## src/rtl/matrix_cmd_issuer.sv

```systemverilog
// Sequences GL matrix commands into matrix stack controller pulses and rows.
// Define MATRIX_DEPTH_CHECK_EN to block stack overflow/underflow per mode.
module matrix_cmd_issuer #(
    parameter int MV_DEPTH = 32,
    parameter int PJ_DEPTH = 2
) (
    input  logic         clk,
    input  logic         rst_n,
    input  logic         cmd_valid,
    output logic         cmd_ready,
    input  logic [2:0]   cmd_op,
    input  logic         cmd_mode,
    input  logic [127:0] cmd_data,
    input  logic         err_clr,
    output logic         matrix_mode,
    output logic         load_en,
    output logic         load_id_en,
    output logic         pop_en,
    output logic         write_en,
    output logic [127:0] data_in,
    output logic [127:0] write_in_0,
    output logic [127:0] write_in_1,
    output logic [127:0] write_in_2,
    output logic [127:0] write_in_3,
    output logic         err_stack,
    output logic         busy
);

    typedef enum logic [2:0] {
        S_IDLE, S_COLLECT, S_LD0, S_LD1, S_LD2, S_LD3, S_WR, S_PULSE
    } state_t;

    localparam logic [2:0] OP_NOP      = 3'd0;
    localparam logic [2:0] OP_SET_MODE = 3'd1;
    localparam logic [2:0] OP_LOAD_ID  = 3'd2;
    localparam logic [2:0] OP_LOAD     = 3'd3;
    localparam logic [2:0] OP_POP      = 3'd4;
    localparam logic [2:0] OP_WRITE    = 3'd5;

    state_t       state_q, state_d;
    logic [1:0]   cnt_q, cnt_d;
    logic [2:0]   op_q, op_d;
    logic         mode_q, mode_d;
    logic         err_q, err_d;
    logic         live_q;
    logic [127:0] rb_q [4];
    logic [127:0] din_q, din_d;
    logic [127:0] wr_q [4];
    logic [127:0] wr_d [4];
    logic         rb_we;
    logic         err_set;
    logic         hs;
    logic         at_cap;
    logic         at_floor;

    assign cmd_ready = live_q && (state_q == S_IDLE || state_q == S_COLLECT);
    assign hs        = cmd_valid && cmd_ready;

`ifdef MATRIX_DEPTH_CHECK_EN
    logic [5:0] depth_q [2];
    logic       inc, dec;

    assign at_cap   = depth_q[mode_q] == (mode_q ? 6'(PJ_DEPTH) : 6'(MV_DEPTH));
    assign at_floor = depth_q[mode_q] == 6'd1;
    assign inc = hs && state_q == S_COLLECT && cnt_q == 2'd3
              && op_q == OP_LOAD && !at_cap;
    assign dec = hs && state_q == S_IDLE && cmd_op == OP_POP && !at_floor;

    // Depth starts at 1: the resident initial matrix of each stack.
    always_ff @(posedge clk or negedge rst_n) begin
        if (!rst_n) begin
            depth_q[0] <= 6'd1;
            depth_q[1] <= 6'd1;
        end else if (inc) begin
            depth_q[mode_q] <= depth_q[mode_q] + 6'd1;
        end else if (dec) begin
            depth_q[mode_q] <= depth_q[mode_q] - 6'd1;
        end
    end
`else
    assign at_cap   = 1'b0;
    assign at_floor = 1'b0;
`endif

    always_comb begin
        state_d = state_q;
        cnt_d   = cnt_q;
        op_d    = op_q;
        mode_d  = mode_q;
        din_d   = din_q;
        wr_d    = wr_q;
        rb_we   = 1'b0;
        err_set = 1'b0;
        unique case (state_q)
            S_IDLE: begin
                if (hs) begin
                    op_d = cmd_op;
                    unique case (cmd_op)
                        OP_NOP: ;
                        OP_SET_MODE: mode_d = cmd_mode;
                        OP_LOAD_ID: state_d = S_PULSE;
                        OP_POP: begin
                            if (at_floor) err_set = 1'b1;
                            else          state_d = S_PULSE;
                        end
                        OP_LOAD, OP_WRITE: begin
                            rb_we   = 1'b1;
                            cnt_d   = 2'd1;
                            state_d = S_COLLECT;
                        end
                        default: err_set = 1'b1;
                    endcase
                end
            end
            S_COLLECT: begin
                if (hs) begin
                    rb_we = 1'b1;
                    cnt_d = cnt_q + 2'd1;
                    if (cnt_q == 2'd3) begin
                        if (op_q == OP_WRITE) begin
                            state_d = S_WR;
                            wr_d[0] = rb_q[0];
                            wr_d[1] = rb_q[1];
                            wr_d[2] = rb_q[2];
                            wr_d[3] = cmd_data;
                        end else if (at_cap) begin
                            err_set = 1'b1;
                            state_d = S_IDLE;
                        end else begin
                            state_d = S_LD0;
                            din_d   = rb_q[0];
                        end
                    end
                end
            end
            S_LD0: begin
                state_d = S_LD1;
                din_d   = rb_q[1];
            end
            S_LD1: begin
                state_d = S_LD2;
                din_d   = rb_q[2];
            end
            S_LD2: begin
                state_d = S_LD3;
                din_d   = rb_q[3];
            end
            S_LD3, S_WR, S_PULSE: state_d = S_IDLE;
            default: state_d = S_IDLE;
        endcase
    end

    // Set wins over clear so a same-cycle error is never lost.
    assign err_d = err_set ? 1'b1 : (err_clr ? 1'b0 : err_q);

    always_ff @(posedge clk or negedge rst_n) begin
        if (!rst_n) begin
            state_q <= S_IDLE;
            cnt_q   <= 2'd0;
            op_q    <= OP_NOP;
            mode_q  <= 1'b0;
            err_q   <= 1'b0;
            live_q  <= 1'b0;
            din_q   <= '0;
            for (int i = 0; i < 4; i++) begin
                rb_q[i] <= '0;
                wr_q[i] <= '0;
            end
        end else begin
            state_q <= state_d;
            cnt_q   <= cnt_d;
            op_q    <= op_d;
            mode_q  <= mode_d;
            err_q   <= err_d;
            live_q  <= 1'b1;
            din_q   <= din_d;
            wr_q    <= wr_d;
            if (rb_we) rb_q[cnt_q] <= cmd_data;
        end
    end

    assign matrix_mode = mode_q;
    assign err_stack   = err_q;
    assign busy        = state_q != S_IDLE;
    assign load_en     = state_q == S_LD0;
    assign write_en    = state_q == S_WR;
    assign load_id_en  = state_q == S_PULSE && op_q == OP_LOAD_ID;
    assign pop_en      = state_q == S_PULSE && op_q == OP_POP;
    assign data_in     = din_q;
    assign write_in_0  = wr_q[0];
    assign write_in_1  = wr_q[1];
    assign write_in_2  = wr_q[2];
    assign write_in_3  = wr_q[3];

endmodule

```

## config.mk

```make
export PLATFORM = sky130hd
export DESIGN_NAME = matrix_cmd_issuer
export DESIGN_NICKNAME = d
export VERILOG_FILES = /design/src/rtl/matrix_cmd_issuer.sv
export SDC_FILE = /design/constraint.sdc
export NUM_CORES = 1
export LEC_CHECK = 0
export CAP_MARGIN = 5
export CORE_MARGIN = 2
export CORE_UTILIZATION = 30
export CTS_BUF_LIST = sky130_fd_sc_hd__clkbuf_16
export CTS_CLUSTER_DIAMETER = 30
export DETAILED_ROUTE_END_ITERATION = 7
export SYNTH_ARGS = -nofsm -noshare
export SYNTH_HDL_FRONTEND = slang
export SYNTH_SLANG_ARGS = --single-unit
```

## constraint.sdc

```tcl
create_clock -name clk -period 2.5 [get_ports clk]
set_clock_uncertainty 0.1 [all_clocks]
set_input_delay 0.5 -clock clk [delete_from_list [all_inputs] [get_ports clk]]
set_output_delay 0.5 -clock clk [all_outputs]
set_load 0.01 [all_outputs]
```

After elaboration in Yosys (flattened, before gate mapping)

Index checks and enable logic that the tools add are counted.

Register bits after elaboration: 1163
Bits in latches: 0
Bits in writable memories: 0
Memory bits (read-only): 0
Bits of input ports: 136
Output and inout bits: 648
Logic and storage cells: 89
Memories kept: 0

Add/sub/neg operators: 1
Multiply operators: 0
Divide/modulo/power cells: 0
$lt $le $gt $ge: 2
Eq/ne operators: 22
Shift-type cells: 0
Mux-type cells: 26
Bitwise gates (word level): 1
Reduce and logical (&&, ||, !) cells: 22

Operators with widths:

| kind                                                                  | number |
|---|---|
| 512-bit bitwise mux                                                   | 1 |
| 128-bit 2-to-1 mux                                                    | 4 |
| 128-bit case mux with 4 select lines                                  | 1 |
| 128-bit demux with 2-bit select                                       | 1 |
| 3-bit == test (second input constant)                                 | 8 |
| 3-bit case mux with 6 select lines                                    | 1 |
| 4-bit AND reduction                                                   | 4 |
| 3-bit by 2-bit == test with 1-bit output (second input constant)      | 5 |
| 3-bit 2-to-1 mux                                                      | 4 |
| 1-bit 2-to-1 mux                                                      | 8 |
| 3-bit by 1-bit == test with 1-bit output (second input constant)      | 2 |
| 3-bit logical NOT                                                     | 2 |
| 2-bit 2-to-1 mux                                                      | 3 |
| 2-bit != test (second input constant)                                 | 3 |
| 3-bit case mux with 2 select lines                                    | 1 |
| 6-bit OR reduction                                                    | 1 |
| 1-bit logical AND                                                     | 5 |
| 2-bit by 1-bit != test with 1-bit output (second input constant)      | 2 |
| 2-bit case mux with 2 select lines                                    | 1 |
| 2-bit nonzero test                                                    | 2 |
| 4-bit nonzero test                                                    | 1 |
| 2-bit OR reduction                                                    | 2 |
| 3-bit greater-or-equal comparator (second input constant)             | 1 |
| 3-bit by 1-bit < comparator with 1-bit output (second input constant) | 1 |
| other kinds (10)                                                      | 10 |

Depth between registers and ports, before layout

Gate-level depths: netlist of the first run.

Depth after elaboration: 7
Mapped depth: 8
Depth with buffers taken out: 5

Worst setup path after synthesis of the first run

No wires, ideal clock.

Kind: reg2out
From: register state_q[0]
To: output load_id_en
Arrival time: 1.503 ns
Data required time: 1.900 ns
Slack: 0.397 ns
Cell stages (with the launch flop): 6
Cell sequence: dfrtp_1 -> buf_2 -> clkbuf_1 -> clkbuf_1 -> nand4b_1 -> nor3b_1

Word-level cells in the longest chain between the ends: 2

Ends and longest elaborated chain:

| element                | RTL line | RTL |
|---|---|---|
| start, declared        | 40       | `state_t state_q, state_d;` |
| start signal, assigned | 170      | `state_q <= state_d;` |
| 3-bit == test          | 187      | `assign load_id_en = state_q == S_PULSE && op_q == OP_LOAD_ID;` |
| 1-bit logical AND      | 187      |  |
| end, declared          | 17       | `output logic load_id_en,` |

Every way passes these cells.

Worst setup path in the final report of the first run

From: register state_q[2]
To: register rb_q[434] (netlist bit)

Word-level cells in the longest chain between the ends: 6
Elaborated cells between the ends (all ways): 8
Those cells by class: eq/ne: 1; mux: 3; reduce/logical: 4

Ends and longest elaborated chain:

| element                                                                              | RTL line | RTL |
|---|---|---|
| 3-bit by 1-bit == test with 1-bit output / 3-bit logical NOT (equally long branches) | 56, 94   |  |
| 1-bit logical OR                                                                     | 56       | `assign cmd_ready = live_q && (state_q == S_IDLE \|\| state_q == S_COLLECT);` |
| 1-bit logical AND                                                                    | 56       |  |
| 1-bit logical AND                                                                    | 57       | `assign hs = cmd_valid && cmd_ready;` |
| 1-bit 2-to-1 mux, on equally long branches                                           | 116, 96  |  |
| 1-bit case mux with 2 select lines *                                                 | 94       | `unique case (state_q)` |
| end signal, assigned by index                                                        | 178      | `if (rb_we) rb_q[cnt_q] <= cmd_data;` |
| end, declared                                                                        | 46       | `logic [127:0] rb_q [4];` |

Mark *: on every way between the ends. The rest lies on a longest branch, timed or not.
A chain may end at the register's enable or synchronous reset.

==> results of run 1 <==
-- synth_stat cells, drive strengths merged, types with 28 or more instances --
cell,count
o2bb2ai,100
buf,120
mux2,616
o21ai,35
a21oi,130
o22ai,100
a2bb2oi,28
clkbuf,135
mux2i,29
dfrtp,1163
nor2,36
nand2,1543
-- power groups by stage --
stage,clock [mW],sequential (mW),combinational [mW]
4_1_cts,37.0,31.1,23.7
5_1_grt,38.1,32.1,27.6
3_5_place_dp,0,31.2,22.8
6_report,36.5,31.4,25.9
3_3_place_gp,0,31.1,22.4
2_1_floorplan,0,30.4,10.8
-- sequential cells by signal (all words and copies together), names as in the netlist --
register,flops
data_in,128
err_stack,1
cnt_q,2
write_in_3,128
live_q,1
write_in_1,128
rb_q,512
write_in_0,128
state_q,3
matrix_mode,1
write_in_2,128
op_q,3
-- cells by family (layout without fill, tap and decap cells) --
kind of cell / count (synthesis) / in the layout / synth area share (%)
xor gates and xnor gates: 2 / 2 / 0.03762
AOI/OAI and AO/OA: 398 / 398 / 5.629
DFF: 1163 / 1163 / 62.49
and+or+nand+nor: 1606 / 1606 / 13.15
other: 1 / 3 / 0.008052
adders and majority gates: 4 / 4 / 0.1075
buffers and inverters: 259 / 1627 / 3.060
muxes: 645 / 645 / 15.52
-- worst max-delay path: stages (launching register included) --
cell      delay, ns
dfrtp_2        0.46
buf_6          0.15
nor4bb_4       0.33
buf_4          0.20
buf_6          0.10
nand2_4        0.06
nor2_4         0.12
buf_12         0.14
buf_16         0.18
buf_12         0.13
buf_12         0.12
mux2_4         0.30
-- per-layer routing --
metal / wire (um) / global-route usage, % / vias up
met5: 14 / 0 / -
met4: 3937 / 6.061 / 2
met3: 13180 / 6.055 / 247
met2: 82440 / 34.21 / 1316
met1: 73430 / 26.35 / 18620
li1: - / - / 16040
-- cells in the final DEF, fill, tap and decap left out, types with 18 or more instances in the layout --
cell type,Yosys,layout
a21oi_1,130,130
o21ai_1,18,18
mux2_4,0,414
clkinvlp_4,0,18
o22ai_1,100,100
o2bb2ai_1,100,100
a2bb2oi_1,28,28
mux2_2,616,202
inv_1,4,38
clkinv_2,0,41
buf_4,12,146
nand2_1,1543,1537
clkbuf_16,0,310
bufinv_16,0,40
dlymetal6s2s_1,0,21
buf_6,48,37
dlygate4sd2_1,0,37
mux2i_1,29,29
buf_8,0,46
buf_12,0,82
nor2_1,36,30
clkinv_1,0,53
dfrtp_1,1163,1155
clkdlybuf4s50_1,0,717
-- area by class of cell --
class                           instances  area (um^2)  area share [%]
Clock buffer                          298         7457           10.45
Timing Repair Buffer                 1121        12420           17.41
Antenna cell                            2        5.005        0.007015
Sequential cell                      1163        29120           40.81
Inverter                                4        15.01         0.02104
Tap cell                             2044         2557           3.585
Clock inverter                        204         2033           2.850
Multi-Input combinational cell       2656        17740           24.87
-- final timing paths --
| path | start | end | slack [ns] | depth (start not counted) |
|---|---|---|---|---|
| worst max-delay path | state_q[2]$_DFFE_PN0P_ | rb_q[434]$_DFFE_PN0P_ | -0.08 | 11 |
| worst min-delay path | rst_n | data_in[98]$_DFFE_PN0P_ | 0.12 | 2 |
| worst max register to register | state_q[2]$_DFFE_PN0P_ | rb_q[434]$_DFFE_PN0P_ | -0.08 | 11 |
| worst min register to register | write_in_1[80]$_DFFE_PN0P_ | write_in_1[80]$_DFFE_PN0P_ | 0.36 | 2 |
| max in group asynchronous | rst_n | rb_q[134]$_DFFE_PN0P_ | 1.20 | 3 |
| min in group clk | err_clr | err_stack$_DFFE_PN0P_ | 0.16 | 3 |
-- per-stage QoR --
| step | TNS (ns) | hold slack [ns] |
|---|---|---|
| 5_1_grt | -22.07 | 0.09771 |
| 4_1_cts | -14.47 | 0.07993 |
| 6_report | -1.786 | 0.1208 |
| 3_5_place_dp | -253.25 | 0.3546 |
| 3_3_place_gp | -241.29 | 0.3491 |
| 2_1_floorplan | 0 | 0.1044 |
-- repair_timing --
action / 4_1_cts / 5_1_grt
resized for setup: 156 / 562
hold buffers: 1 / 0
pin swaps: 8 / 10
hold endpoints to repair: 721 / 0
setup endpoints to repair: 391 / 564
buffers inserted: 39 / 19
cloned: 17 / 13
==> out/results.tsv, run 1 <==
stage	metric	value	unit
status	outcome	complete, but fails checks	
status	violations	setup timing	
logic_synthesis	synth_top_area_share	62.49	%
global_route	grt_antenna_before_repair	7	
pwr	power_frac_clock	38.9	%
global_route	grt_usage	20.76	%
pwr	irDropWorstVdd	671.3	uV
layout	fin_area	71350	um^2
setup_path	crit_path_max_fanout	8	
placed_design	dpl_cell_area	58480	um^2
routing	routedWlPerCell	23.09	um
clock_network	ctsHtreeMaxLevel	5	
layout	n_fill_cell	13710	
logic_synthesis	synthArstFlopShare	100.0	%
hold_path	hp-class	in -> async	
pwr	finalPower	93.85	mW
logic_synthesis	ys_seq_area_share	62.49	%
clock_network	cts_root_buf	clkbuf_16	
placed_design	dp_slack	-0.4445	ns
logic_synthesis	ys_warn_count	0	
sta	rsz0062_at_grt	true	
clock_network	insertion_delay	0.87	ns
pwr	powerDensity	1315	nW/um^2
pwr	p_sw	28.02	mW
routing	via_per_inst	4.836	
placed_design	io_buffers	783	
layout	synthToLayoutAreaGrowth	53.20	%
floorplanning	num_rows	144	
placed_design	place_inst	6915	
sta	finalSetupViolCount	83	
floorplanning	initial_core_util	30.23	%
pwr	seqPwrFrac	33.5	%
sta	maxSlewHeadroom	60.16	%
floorplanning	ioPinCount	784	
pwr	p_int	65.83	mW
setup_path	cp.arrival	3.17	ns
routing	num_vias	36230	
placed_design	gp_congestion	0.8373	
global_route	grt_max_degree	91	
logic_synthesis	synth_edf_count	0	
sta	finalWorstSetupSlack	-0.07702	ns
setup_path	endpoint_kind	register	
setup_path	crit_required	3.09	ns
placed_design	hpwl	112900	um
clock_network	clk_pin_slew	0.04	ns
routing	first_iter_violations	2437	
logic_synthesis	syn_area	46570	um^2
clock_network	cts_sinks	1163	
clock_network	cts_buffers	293	
global_route	overflow	0	
logic_synthesis	syn_avg_cell_area	11.42	um^2
routing	remaining_drc_errors	0	
global_route	grt_pass1_vias	37990	
sta	clock.fmax	388.0	MHz
pwr	swShare	29.86	%
pwr	combPwrFrac	27.6	%
logic_synthesis	ys.flop_type	dfrtp_1	
layout	instances_no_fill	7492	
floorplanning	die_x	398.0	um
sta	slew_viol_final	0	
global_route	grt_pass1_wl	247800	um
clock_network	cts_max_path_buffers	4	
routing	postRouteAntennaNets	0	
logic_synthesis	ys_ff_latch	1163	
layout	drive_gt1_share	25.91	%
floorplanning	die_y	398.0	um
setup_path	critPathLaunchType	register	
floorplanning	die_area	158400	um^2
sta	min_period_over_period	103.1	%
logic_synthesis	synth_top_area_cell	dfrtp_1	
logic_synthesis	syn_inst	4078	
sta	finalCriticalPeriod	2.577	ns
logic_synthesis	synth_area_leaders	dfrtp_1 (62%), mux2_2 (15%), nand2_1 (12%)	
sta	worst_pin_slew	0.5977	ns
sta	hold_viol	0	
floorplanning	core_area	154000	um^2
clock_network	tritoncts	built	
routing	first_pass_iters	5	
logic_synthesis	synth.distinct_cells	41	
routing	drt-total-wl	173000	um
run	drv_cap	0	
layout	utilization	46.31	%
layout	nNetsFinal	5379	
pwr	leakage	34.32	nW
setup_path	worstSetupPathType	reg -> reg	
logic_synthesis	syn_nets	4218	
Note: power is estimated with default switching activity, not from simulation.
==> run 2: changes to the inputs <==
- ABC_CLOCK_PERIOD_IN_PS: unset -> 2500
==> results of run 2 <==
No change in the layout: final DEF, timing and power equal those of run 1.
==> run 3: changes to the inputs <==
- CORE_MARGIN: 2 -> unset
==> out/results.tsv, run 3 (synthesis results as in run 1) <==
stage	metric	value	unit
status	outcome	complete, no violations	
setup_path	worstSetupPathType	reg -> out	
setup_path	cp.arrival	1.88	ns
floorplanning	die_x	396.0	um
sta	hold_viol	0	
routing	via_per_inst	4.817	
placed_design	gp_congestion	0.8280	
layout	drive_gt1_share	25.21	%
sta	worst_pin_slew	0.9192	ns
setup_path	slowest_delay	0.45	ns
layout	synthToLayoutAreaGrowth	46.59	%
clock_network	tritoncts	built	
sta	finalSetupViolCount	0	
sta	hold_ws	0.01044	ns
layout	multi_input_area	16160	um^2
pwr	leakage	32.50	nW
setup_path	r2r_end	rb_q[99]$_DFFE_PN0P_	
pwr	finalPower	89.89	mW
sta	clock.fmax	402.5	MHz
setup_path	r2r_cells	9	
run	drv_cap	0	
clock_network	clk_pin_slew	0.04	ns
layout	regArea	29110	um^2
global_route	grt_pass1_wl	240000	um
routing	first_iter_violations	2111	
layout	n_fill_cell	14320	
clock_network	ctsHtreeMaxLevel	5	
sta	rsz0062_at_grt	true	
setup_path	endpoint_kind	output port	
floorplanning	die_y	396.0	um
routing	first_pass_iters	7	
setup_path	critPathLaunchType	register	
setup_path	crit_slowest_cell	dfrtp_2	
layout	largest_reg_flops	512	
routing	num_vias	35780	
setup_path	r2r-start	state_q[2]$_DFFE_PN0P_	
setup_path	regToRegSetupSlack	0.05	ns
setup_path	cp_num_cells	2	
routing	remaining_drc_errors	0	
global_route	overflow	0	
layout	utilization	44.31	%
floorplanning	ioPinCount	784	
hold_path	hp-class	in -> async	
global_route	grt_antenna_before_repair	12	
setup_path	crit_required	1.90	ns
layout	regMostFlops	rb_q	
global_route	grt_usage	20.12	%
floorplanning	core_area	154000	um^2
setup_path	crit_path_end	cmd_ready	
setup_path	crit_path_max_fanout	6	
layout	nNetsFinal	5321	
routing	routedWlPerCell	21.67	um
sta	maxSlewHeadroom	38.72	%
clock_network	cts_max_path_buffers	4	
setup_path	crit_path_start	state_q[2]$_DFFE_PN0P_	
sta	min_period_over_period	99.37	%
placed_design	io_buffers	783	
layout	final_common_cell	nand2_1	
clock_network	cts_buffers	288	
layout	final_cell_mix	nand2_1 (1541), dfrtp_1 (1157), clkdlybuf4s50_1 (722)	
placed_design	dp_slack	-0.4226	ns
setup_path	path_buf_inv	1	
clock_network	cts_root_buf	clkbuf_16	
pwr	powerDensity	1317	nW/um^2
sta	finalWorstSetupSlack	0.01566	ns
routing	postRouteAntennaNets	0	
clock_network	cts_sinks	1163	
sta	finalCriticalPeriod	2.484	ns
clock_network	insertion_delay	0.88	ns
global_route	grt_pass1_vias	37820	
placed_design	hpwl	111700	um
routing	drt-total-wl	161000	um
setup_path	path_cells	nor3b_2, clkdlybuf4s15_2	
floorplanning	initial_core_util	30.23	%
sta	slew_viol_final	0	
floorplanning	die_area	156800	um^2
global_route	grt_max_degree	71	
floorplanning	num_rows	144	
setup_path	cp_top_family	flip-flops	
pwr	irDropWorstVdd	694.8	uV
## run 3: cell types whose count changed in the layout (fill, tap and decap cells not counted), moves of 9 or more
cell / delta
clkbuf_16: -15
mux2_4: -414
buf_4: +51
buf_6: -29
buf_8: -44
buf_16: -14
dlymetal6s2s_1: -11
clkinv_2: +9
mux2_2: +414
inv_1: -10
## run 3: through the flow
stage / TNS, ns / instance area (um^2) / cells
after floorplan: 0 / 46570 / 4078
after global placement: -202.65 / 58510 / 6909
after detailed placement: -190.30 / 58510 / 6909
after CTS: -0.2135 / 67880 / 7406
after global routing: -0.7214 / 68260 / 7428
final: 0 / 68270 / 7429
## run 3: metal layers
layer / up-vias / share of wire, % / GRT usage, %
li1: 15930 / - / -
met4: 2 / 3.2 / 8.046
met3: 304 / 8.1 / 6.107
met2: 1298 / 47 / 31.80
met5: - / 0.0081 / 0
met1: 18250 / 42 / 25.64
## run 3: how the worst min path moves through the flow
stage,start,endpoint,cells past startpoint
after floorplan,rst_n,cnt_q[0]$_DFFE_PN0P_,0
after global placement,write_in_3[48]$_DFFE_PN0P_,write_in_3[48]$_DFFE_PN0P_,2
after detailed placement,write_in_2[64]$_DFFE_PN0P_,write_in_2[64]$_DFFE_PN0P_,2
after CTS,rst_n,write_in_3[110]$_DFFE_PN0P_,2
after global routing,rst_n,write_in_3[111]$_DFFE_PN0P_,2
final,rst_n,write_in_3[111]$_DFFE_PN0P_,2
## run 3: timing repair
| action | in CTS | in global routing |
|---|---|---|
| pin swaps | 2 | 5 |
| endpoints found under the setup margin | 49 | 75 |
| gates resized for setup | 82 | 33 |
| cloned | 0 | 4 |
| hold buffers | 1 | 0 |
| hold endpoints to repair | 225 | 0 |
| buffers inserted | 5 | 16 |
## run 3: power by group
group,internal [mW],leakage [nW],total (mW),switching (mW)
clock,25.0,4.66,36.0,11.0
combinational,12.4,12.7,22.8,10.3
sequential,25.7,15.1,31.1,5.44
## run 3: layout make-up
class	count	share of cell area, %
multi-input combinational	2656	23.67
clock buffer	291	10.67
timing repair buffer	1068	16.18
inverter	4	0.02199
clock inverter	200	3.055
sequential	1163	42.65
tap	2044	3.746
antenna	3	0.01100
